## src/rtl/adc_scan_seq.sv

```systemverilog
// ----------------------------------------------------------------------------
// adc_scan_seq
//   Scan sequencer sitting in front of the ADC128S022 serial driver. A trigger
//   converts every channel enabled in ch_mask, lowest index first, one
//   request/response handshake per channel. Each raw sample has a per-channel
//   offset subtracted and the signed result is streamed out and also kept in
//   an 8-entry bank that can be read combinationally.
//
// Ports
//   clk, rstn                   system clock, synchronous active-low reset
//   trig, ch_mask               scan start pulse and channel enable mask
//   offset_wr/_sel/_val         offset bank write port (any state)
//   adc_wr, adc_channel         conversion request to the driver
//   adc_data, adc_rdy           driver result and done pulse
//   res_data, res_ch, res_valid signed result stream
//   scan_done, busy, ovr        scan status; ovr = trig dropped while busy
//   timeout_err                 driver did not answer, scan aborted
//   rd_sel, rd_data             result bank read port
// ----------------------------------------------------------------------------
module adc_scan_seq #(
    parameter logic [15:0] TIMEOUT_CYC = 16'd2048
) (
    input  logic        clk,
    input  logic        rstn,
    input  logic        trig,
    input  logic [7:0]  ch_mask,
    input  logic        offset_wr,
    input  logic [2:0]  offset_sel,
    input  logic [11:0] offset_val,
    output logic        adc_wr,
    output logic [2:0]  adc_channel,
    input  logic [11:0] adc_data,
    input  logic        adc_rdy,
    output logic [12:0] res_data,
    output logic [2:0]  res_ch,
    output logic        res_valid,
    output logic        scan_done,
    output logic        busy,
    output logic        ovr,
    output logic        timeout_err,
    input  logic [2:0]  rd_sel,
    output logic [12:0] rd_data
);

    // state | meaning
    // IDLE  | waiting for trig
    // SCAN  | pick next masked channel and issue request, or finish scan
    // WAIT  | conversion outstanding, waiting for adc_rdy or timeout
    typedef enum logic [1:0] {
        IDLE = 2'd0,
        SCAN = 2'd1,
        WAIT = 2'd2
    } state_t;

    state_t      state_q;
    logic [7:0]  mask_q;
    logic [15:0] timer_q;
    logic [11:0] offset_q [8];
    logic [12:0] result_q [8];

    logic        adc_wr_q;
    logic [2:0]  adc_channel_q;
    logic [12:0] res_data_q;
    logic [2:0]  res_ch_q;
    logic        res_valid_q;
    logic        scan_done_q;
    logic        busy_q;
    logic        ovr_q;
    logic        timeout_err_q;

    logic [2:0]  idx_d;
    logic [12:0] diff_d;

    // Lowest set bit of the remaining mask wins.
    always_comb begin
        idx_d = 3'd0;
        for (int i = 7; i >= 0; i--) begin
            if (mask_q[i]) idx_d = 3'(i);
        end
    end

    // Reads the offset before any same-cycle offset write lands, so a write to
    // the converting channel only takes effect on its next conversion.
    assign diff_d = {1'b0, adc_data} - {1'b0, offset_q[adc_channel_q]};

    always_ff @(posedge clk) begin
        if (!rstn) begin
            state_q       <= IDLE;
            mask_q        <= 8'd0;
            timer_q       <= 16'd0;
            adc_wr_q      <= 1'b0;
            adc_channel_q <= 3'd0;
            res_data_q    <= 13'd0;
            res_ch_q      <= 3'd0;
            res_valid_q   <= 1'b0;
            scan_done_q   <= 1'b0;
            busy_q        <= 1'b0;
            ovr_q         <= 1'b0;
            timeout_err_q <= 1'b0;
            for (int i = 0; i < 8; i++) begin
                offset_q[i] <= 12'd0;
                result_q[i] <= 13'd0;
            end
        end else begin
            adc_wr_q      <= 1'b0;
            res_valid_q   <= 1'b0;
            scan_done_q   <= 1'b0;
            ovr_q         <= 1'b0;
            timeout_err_q <= 1'b0;

            if (offset_wr) offset_q[offset_sel] <= offset_val;

            case (state_q)
                IDLE: begin
                    if (trig) begin
                        mask_q  <= ch_mask;
                        busy_q  <= 1'b1;
                        state_q <= SCAN;
                    end
                end
                SCAN: begin
                    if (trig) ovr_q <= 1'b1;
                    if (mask_q == 8'd0) begin
                        scan_done_q <= 1'b1;
                        busy_q      <= 1'b0;
                        state_q     <= IDLE;
                    end else begin
                        adc_channel_q <= idx_d;
                        adc_wr_q      <= 1'b1;
                        mask_q[idx_d] <= 1'b0;
                        // Down-counter: terminal count 0 is reached on the
                        // TIMEOUT_CYC-th WAIT cycle.
                        timer_q       <= TIMEOUT_CYC - 16'd1;
                        state_q       <= WAIT;
                    end
                end
                WAIT: begin
                    if (trig) ovr_q <= 1'b1;
                    if (adc_rdy) begin
                        res_data_q              <= diff_d;
                        res_ch_q                <= adc_channel_q;
                        res_valid_q             <= 1'b1;
                        result_q[adc_channel_q] <= diff_d;
                        state_q                 <= SCAN;
                    end else if (timer_q == 16'd0) begin
                        timeout_err_q <= 1'b1;
                        mask_q        <= 8'd0;
                        busy_q        <= 1'b0;
                        state_q       <= IDLE;
                    end else begin
                        timer_q <= timer_q - 16'd1;
                    end
                end
                default: state_q <= IDLE;
            endcase
        end
    end

    assign adc_wr      = adc_wr_q;
    assign adc_channel = adc_channel_q;
    assign res_data    = res_data_q;
    assign res_ch      = res_ch_q;
    assign res_valid   = res_valid_q;
    assign scan_done   = scan_done_q;
    assign busy        = busy_q;
    assign ovr         = ovr_q;
    assign timeout_err = timeout_err_q;
    assign rd_data     = result_q[rd_sel];

endmodule

```

## config.mk

```make
export PLATFORM = sky130hd
export DESIGN_NAME = adc_scan_seq
export DESIGN_NICKNAME = d
export VERILOG_FILES = /design/src/rtl/adc_scan_seq.sv
export SDC_FILE = /design/constraint.sdc
export NUM_CORES = 1
export LEC_CHECK = 0
export ABC_AREA = 1
export BUFFER_PORTS_ARGS = -buffer_cell sky130_fd_sc_hd__buf_2
export CAP_MARGIN = 20
export CORE_MARGIN = 4
export CORE_UTILIZATION = 61
export CTS_CLUSTER_DIAMETER = 80
export DETAILED_ROUTE_END_ITERATION = 10
export PLACE_DENSITY_LB_ADDON = 0.05
export SYNTH_ARGS = -nofsm -noshare
export SYNTH_HDL_FRONTEND = slang
export SYNTH_SLANG_ARGS = --single-unit
export TNS_END_PERCENT = 1
```

## constraint.sdc

```tcl
create_clock -name clk -period 3.3 [get_ports clk]
set_input_delay 0.165 -clock clk [delete_from_list [all_inputs] [get_ports clk]]
set_output_delay 0.165 -clock clk [all_outputs]
set_load 0.1 [all_outputs]
```

After elaboration in Yosys (flattened, before gate mapping)

Memory sizes are Yosys's and may differ from the RTL's. A register that Yosys moved wholly into a read port is not among the register bits.
Cells that the tools add are included.

Bitwise operators: 5
Reductions and logical operators: 18
Mux-type cells: 49
Add/subtract/negate cells: 2
Magnitude comparators: 2
Eq/ne operators: 9

Operators by type and width:

| kind                  | count |
|---|---|
| $mux 16               | 3 |
| $mux 3                | 12 |
| $mux 8                | 4 |
| $pmux 16 s2           | 1 |
| $pmux 8 s3            | 1 |
| $mux 1                | 19 |
| $logic_not 16->1      | 1 |
| $sub 16x1->16 const B | 1 |
| $mux 13               | 1 |
| $reduce_or 13->1      | 1 |
| $sub 12x12->13        | 1 |
| $mux 12               | 1 |
| $ne 2x2->1 const B    | 6 |
| $reduce_or 12->1      | 1 |
| $reduce_and 2->1      | 5 |
| $reduce_and 5->1      | 2 |
| $and 8x8->8           | 1 |
| $logic_not 8->1       | 1 |
| $mux 2                | 4 |
| $not 8->8             | 1 |
| $pmux 2 s3            | 1 |
| $lt 3x4->1 const B    | 1 |
| $reduce_and 4->1      | 1 |
| $demux 1 s3           | 1 |
| other kinds (12)      | 14 |

Input port bits: 43
Output and inout bits: 38
Logic and storage cells: 99
Memory bits (writable): 200
Register bits: 51
Memories kept: 2

Memory list:

| memory   | depth | width | rd ports | clocked after Yosys merged registers in | wr ports | RTL line | RTL |
|---|---|---|---|---|---|---|---|
| result_q | 8     | 13    | 1        | 0                                       | 8        | 59       | `logic [12:0] result_q [8];` |
| offset_q | 8     | 12    | 1        | 1                                       | 8        | 58       | `logic [11:0] offset_q [8];` |

Depth between registers and ports, before layout

Depth after elaboration: 16
Gate-level depth with buffers: 17
Depth with buffers taken out: 16

Least setup slack after synthesis

Ideal clock, no wire load.

Path kind: flip-flop to flip-flop
From: register with a tool-made name
To: memory result_q[2][11], data pin
Period minus slack after synthesis: 2.787 ns
Cell stages (with the launch flop): 16
Data required time: 3.033 ns
Arrival time: 2.520 ns
Setup slack: 0.513 ns
Cells stage by stage: dfxtp_1 inv_1 clkbuf_1 clkbuf_1 o21ai_0 o221ai_1 o21ai_0 ha_1 a21oi_1 o21ai_0 nand2_1 nand3_1 nand2_1 and2_1 clkbuf_1 nor2_1

RTL lines:

| element          | RTL line |
|---|---|
| end: declaration | 59 |

==> flow_metrics.py <==
metrics = {
    "run_status": {
        "status": "completed",
    },
    "clock_tree": {
        "ctsResizeCount": 0,
        "cts_setup_buffers": 0,
        "cts_buffers": 27,
        "cts_buffer_depth": 3,
        "cts_sinks": 254,
        "clk_pin_slew_ns": 0.06,
        "clock_latency_ns": 0.53,
        "cts_tree": "yes",
        "cts-root-buf": "clkbuf_16",
        "h-tree-depth": 1,
    },
    "critical_path": {
        "worst-path-buf-inv": 3,
        "crit_type": "reg -> reg",
        "cp.arrival_ns": 3.32,
        "critical_path.max_stage_delay_ns": 0.41,
        "start_kind": "flip-flop",
        "critPathSlowestCell": "fa_1",
        "crit_path_end_kind": "flip-flop",
        "path_delay_family": "compound AO/OA/AOI/OAI gates",
        "critPathMaxFanout": 14,
        "cp_data_required_time_ns": 3.57,
        "crit_chain": "inv_1 > buf_4 > o21ai_0 > a31oi_1 > ha_1 > fa_1 > inv_1 > nand3_1 > nand2_2 > a21oi_4 > o21bai_1 > or2_1 > and2_4 > nor2_1",
        "path_common_cell": "inv_1",
    },
    "pwr": {
        "power.density_nw_per_um2": 910,
        "p_int_mw": 7.15,
        "p_sw_mw": 5.33,
        "fin_total_pwr_mw": 12.5,
        "p_clk_share_pct": 24.9,
        "swShare_pct": 42.7,
        "vdd_ir_drop_max_mv": 0.754,
        "combPwrFrac_pct": 43.3,
        "seq_power_share_pct": 31.8,
        "power_leakage_nw": 5.57,
    },
    "placed_design": {
        "gp_congestion": 0.873,
        "io_buffers": 80,
        "dp.cells": 1624,
        "hpwl_um": 19800,
    },
    "final_layout": {
        "antenna-diode-count": 0,
        "drive_gt1_share_pct": 12.8,
        "seq_area_um2": 7090,
        "fin_nets": 1460,
        "nFillCells": 1517,
        "fin_cells": 1683,
        "multiInputGateArea_um2": 4340,
        "area_growth_pct": 13.9,
    },
    "timing": {
        "rsz0062_at_grt": "false",
        "finalHoldViolCount": 0,
        "hold_ws_ns": 0.0600,
        "skew_ns": 0.0144,
        "tightest_slew_ns": 0.781,
        "fin_tns_setup_ns": 0,
        "clock.fmax_mhz": 328,
        "post-route-min-period_ns": 3.05,
        "maxSlewHeadroom_pct": 47.6,
        "final-max-slew-violation-count": 0,
        "finalCritPeriodShare_pct": 92.4,
        "finalSetupViolations": 0,
    },
    "global_route": {
        "grt_pass1_vias": 9216,
        "antenna_found_initial": 0,
        "grt_pass1_wl_um": 48100,
        "grt.total_usage_pct": 27.7,
        "grt_max_degree": 53,
        "gr-total-overflow": 0,
    },
    "die": {
        "die_w_um": 148,
        "die_area_um2": 22000,
        "rows": 51,
        "start_util_pct": 61.9,
        "dieHeight_um": 148,
        "core_area_um2": 19500,
        "io_pins": 81,
    },
    "logic_synthesis": {
        "synthesis.nets": 1381,
        "async_flop_share_pct": 0,
        "synth_edf_count": 200,
        "ys_ff_latch": 254,
        "yosysSeqAreaShare_pct": 58.9,
        "syn_area_per_cell_um2": 9.13,
        "synthCells": 1319,
        "yosysWarnings": 0,
        "ys_dominant_reg_cell": "edfxtp_1",
        "yosysUniqueCellTypes": 48,
        "synth_area_um2": 12000,
    },
    "drt": {
        "drt_iter0_drc": 932,
        "ant_nets": 0,
        "viasPerCell": 5.65,
        "post_drt_wl_per_cell_um": 18.1,
        "first_pass_iters": 5,
        "vias": 9516,
        "wl_um": 30400,
        "drc_errors": 0,
    },
    "min_path": {
        "hold_path_class": "in -> reg",
    },
    "run": {
        "drv_cap": 0,
    },
}
## final timing paths
path,from,endpoint,slack [ns],cells past startpoint
max,flip-flop,result_q[7][8],0.25,14
min,rstn,state_q[1],0.06,3
max reg2reg,flip-flop,result_q[7][8],0.25,14
min reg2reg,mask_q[4],mask_q[4],0.47,2
## Yosys cell counts (2+ instances only)
cell	instances	area share (%)
nor4_1	2	0.10
inv_2	3	0.094
nand2_2	5	0.26
o211ai_1	6	0.37
a21oi_4	2	0.27
ha_1	18	1.9
o21ai_0	130	5.4
nand2_1	165	5.1
a21oi_2	2	0.15
a31oi_1	14	0.73
xor2_1	8	0.58
edfxtp_1	200	50
a21oi_1	40	1.7
clkinv_1	3	0.094
o221ai_1	10	0.73
o22ai_1	26	1.4
nand3_1	41	1.7
nand2_8	2	0.33
dfxtp_1	54	9.0
nor2_2	7	0.36
xor2_2	4	0.54
inv_1	83	2.6
nor3_1	3	0.12
buf_1	4	0.12
buf_2	4	0.17
o21ai_1	3	0.12
or2_2	3	0.16
nand4_1	3	0.16
nor2_4	2	0.19
clkbuf_1	57	1.8
and2_1	2	0.10
nor2_1	397	12
## flip-flops by register name, summed over array words and instances (netlist names), named ones only
signal	count
timeout_err	1
mask_q	8
state_q	2
scan_done	1
res_ch	3
res_valid	1
res_data	13
timer_q	16
result_q	104
adc_wr	1
ovr	1
offset_q	96
busy	1
adc_channel	3
## power groups by stage
stage                     clock, mW  sequential [mW]  combinational (mW)
after detailed placement          0             4.03                5.32
after floorplan                   0             4.33                3.60
after CTS                      3.12             3.97                5.37
after global placement            0             4.02                5.24
final                          3.10             3.97                5.40
after global routing           3.27             4.01                5.93
## placed cells by master, fill, tap and decap left out, types with 4 or more instances in the layout
master,instances
nor2_2,7
edfxtp_1,200
buf_4,26
dlygate4sd3_1,10
inv_1,83
o221ai_1,10
ha_1,18
xor2_2,4
o211ai_1,6
clkbuf_16,27
o22ai_1,26
clkinv_2,5
nand2_1,165
dfxtp_1,54
clkbuf_1,6
bufinv_16,5
o21ai_0,130
nand2_2,5
nand3_1,41
clkinv_1,8
a31oi_1,14
buf_2,80
a21oi_1,40
xor2_1,8
nor2_1,397
## cell type report
class	count	share of cell area (%)
sequential	254	51.7
multi-input combinational	909	31.7
timing repair buffer	117	5.22
clock buffer	33	5.09
inverter	89	2.44
tap	265	2.42
clock inverter	16	1.48
## logic make-up (layout without fill, tap and decap cells)
group           after synthesis  after routing  share of synthesized area (%)
xor+xnor                     12             12                           1.12
fa+ha+maj                    19             19                           2.04
compound gates              238            238                           11.2
simple gates                640            640                           21.7
buf+inv                     156            255                           5.06
flops                       254            254                           58.9
## metal layers
layer | vias up | global-route usage, % | wire (um)
met5 | - | 0 | 0
met4 | 0 | 10.8 | 1220
li1 | 4584 | - | -
met1 | 4488 | 35.9 | 12200
met3 | 80 | 3.29 | 1920
met2 | 364 | 47.9 | 15000
## what timing repair did
item	in CTS	in global routing
hold buffers	10	0
endpoints found under the setup margin	0	0
endpoints found under the hold margin	11	0
## worst min-delay path, cell delays in order
cell,delay (ns)
buf_2,0.21
nand3_1,0.12
nand2_1,0.04
## through the flow
step                worst slack (ns)  area [um2]  util [%]
global placement               0.392       12700      65.3
finish                         0.249       13700      70.5
CTS                            0.276       13700      70.5
global route                  0.0321       13700      70.5
detailed placement             0.322       12700      65.3
floorplan                      0.513       12000         -
(Power assumes the default switching activity.)
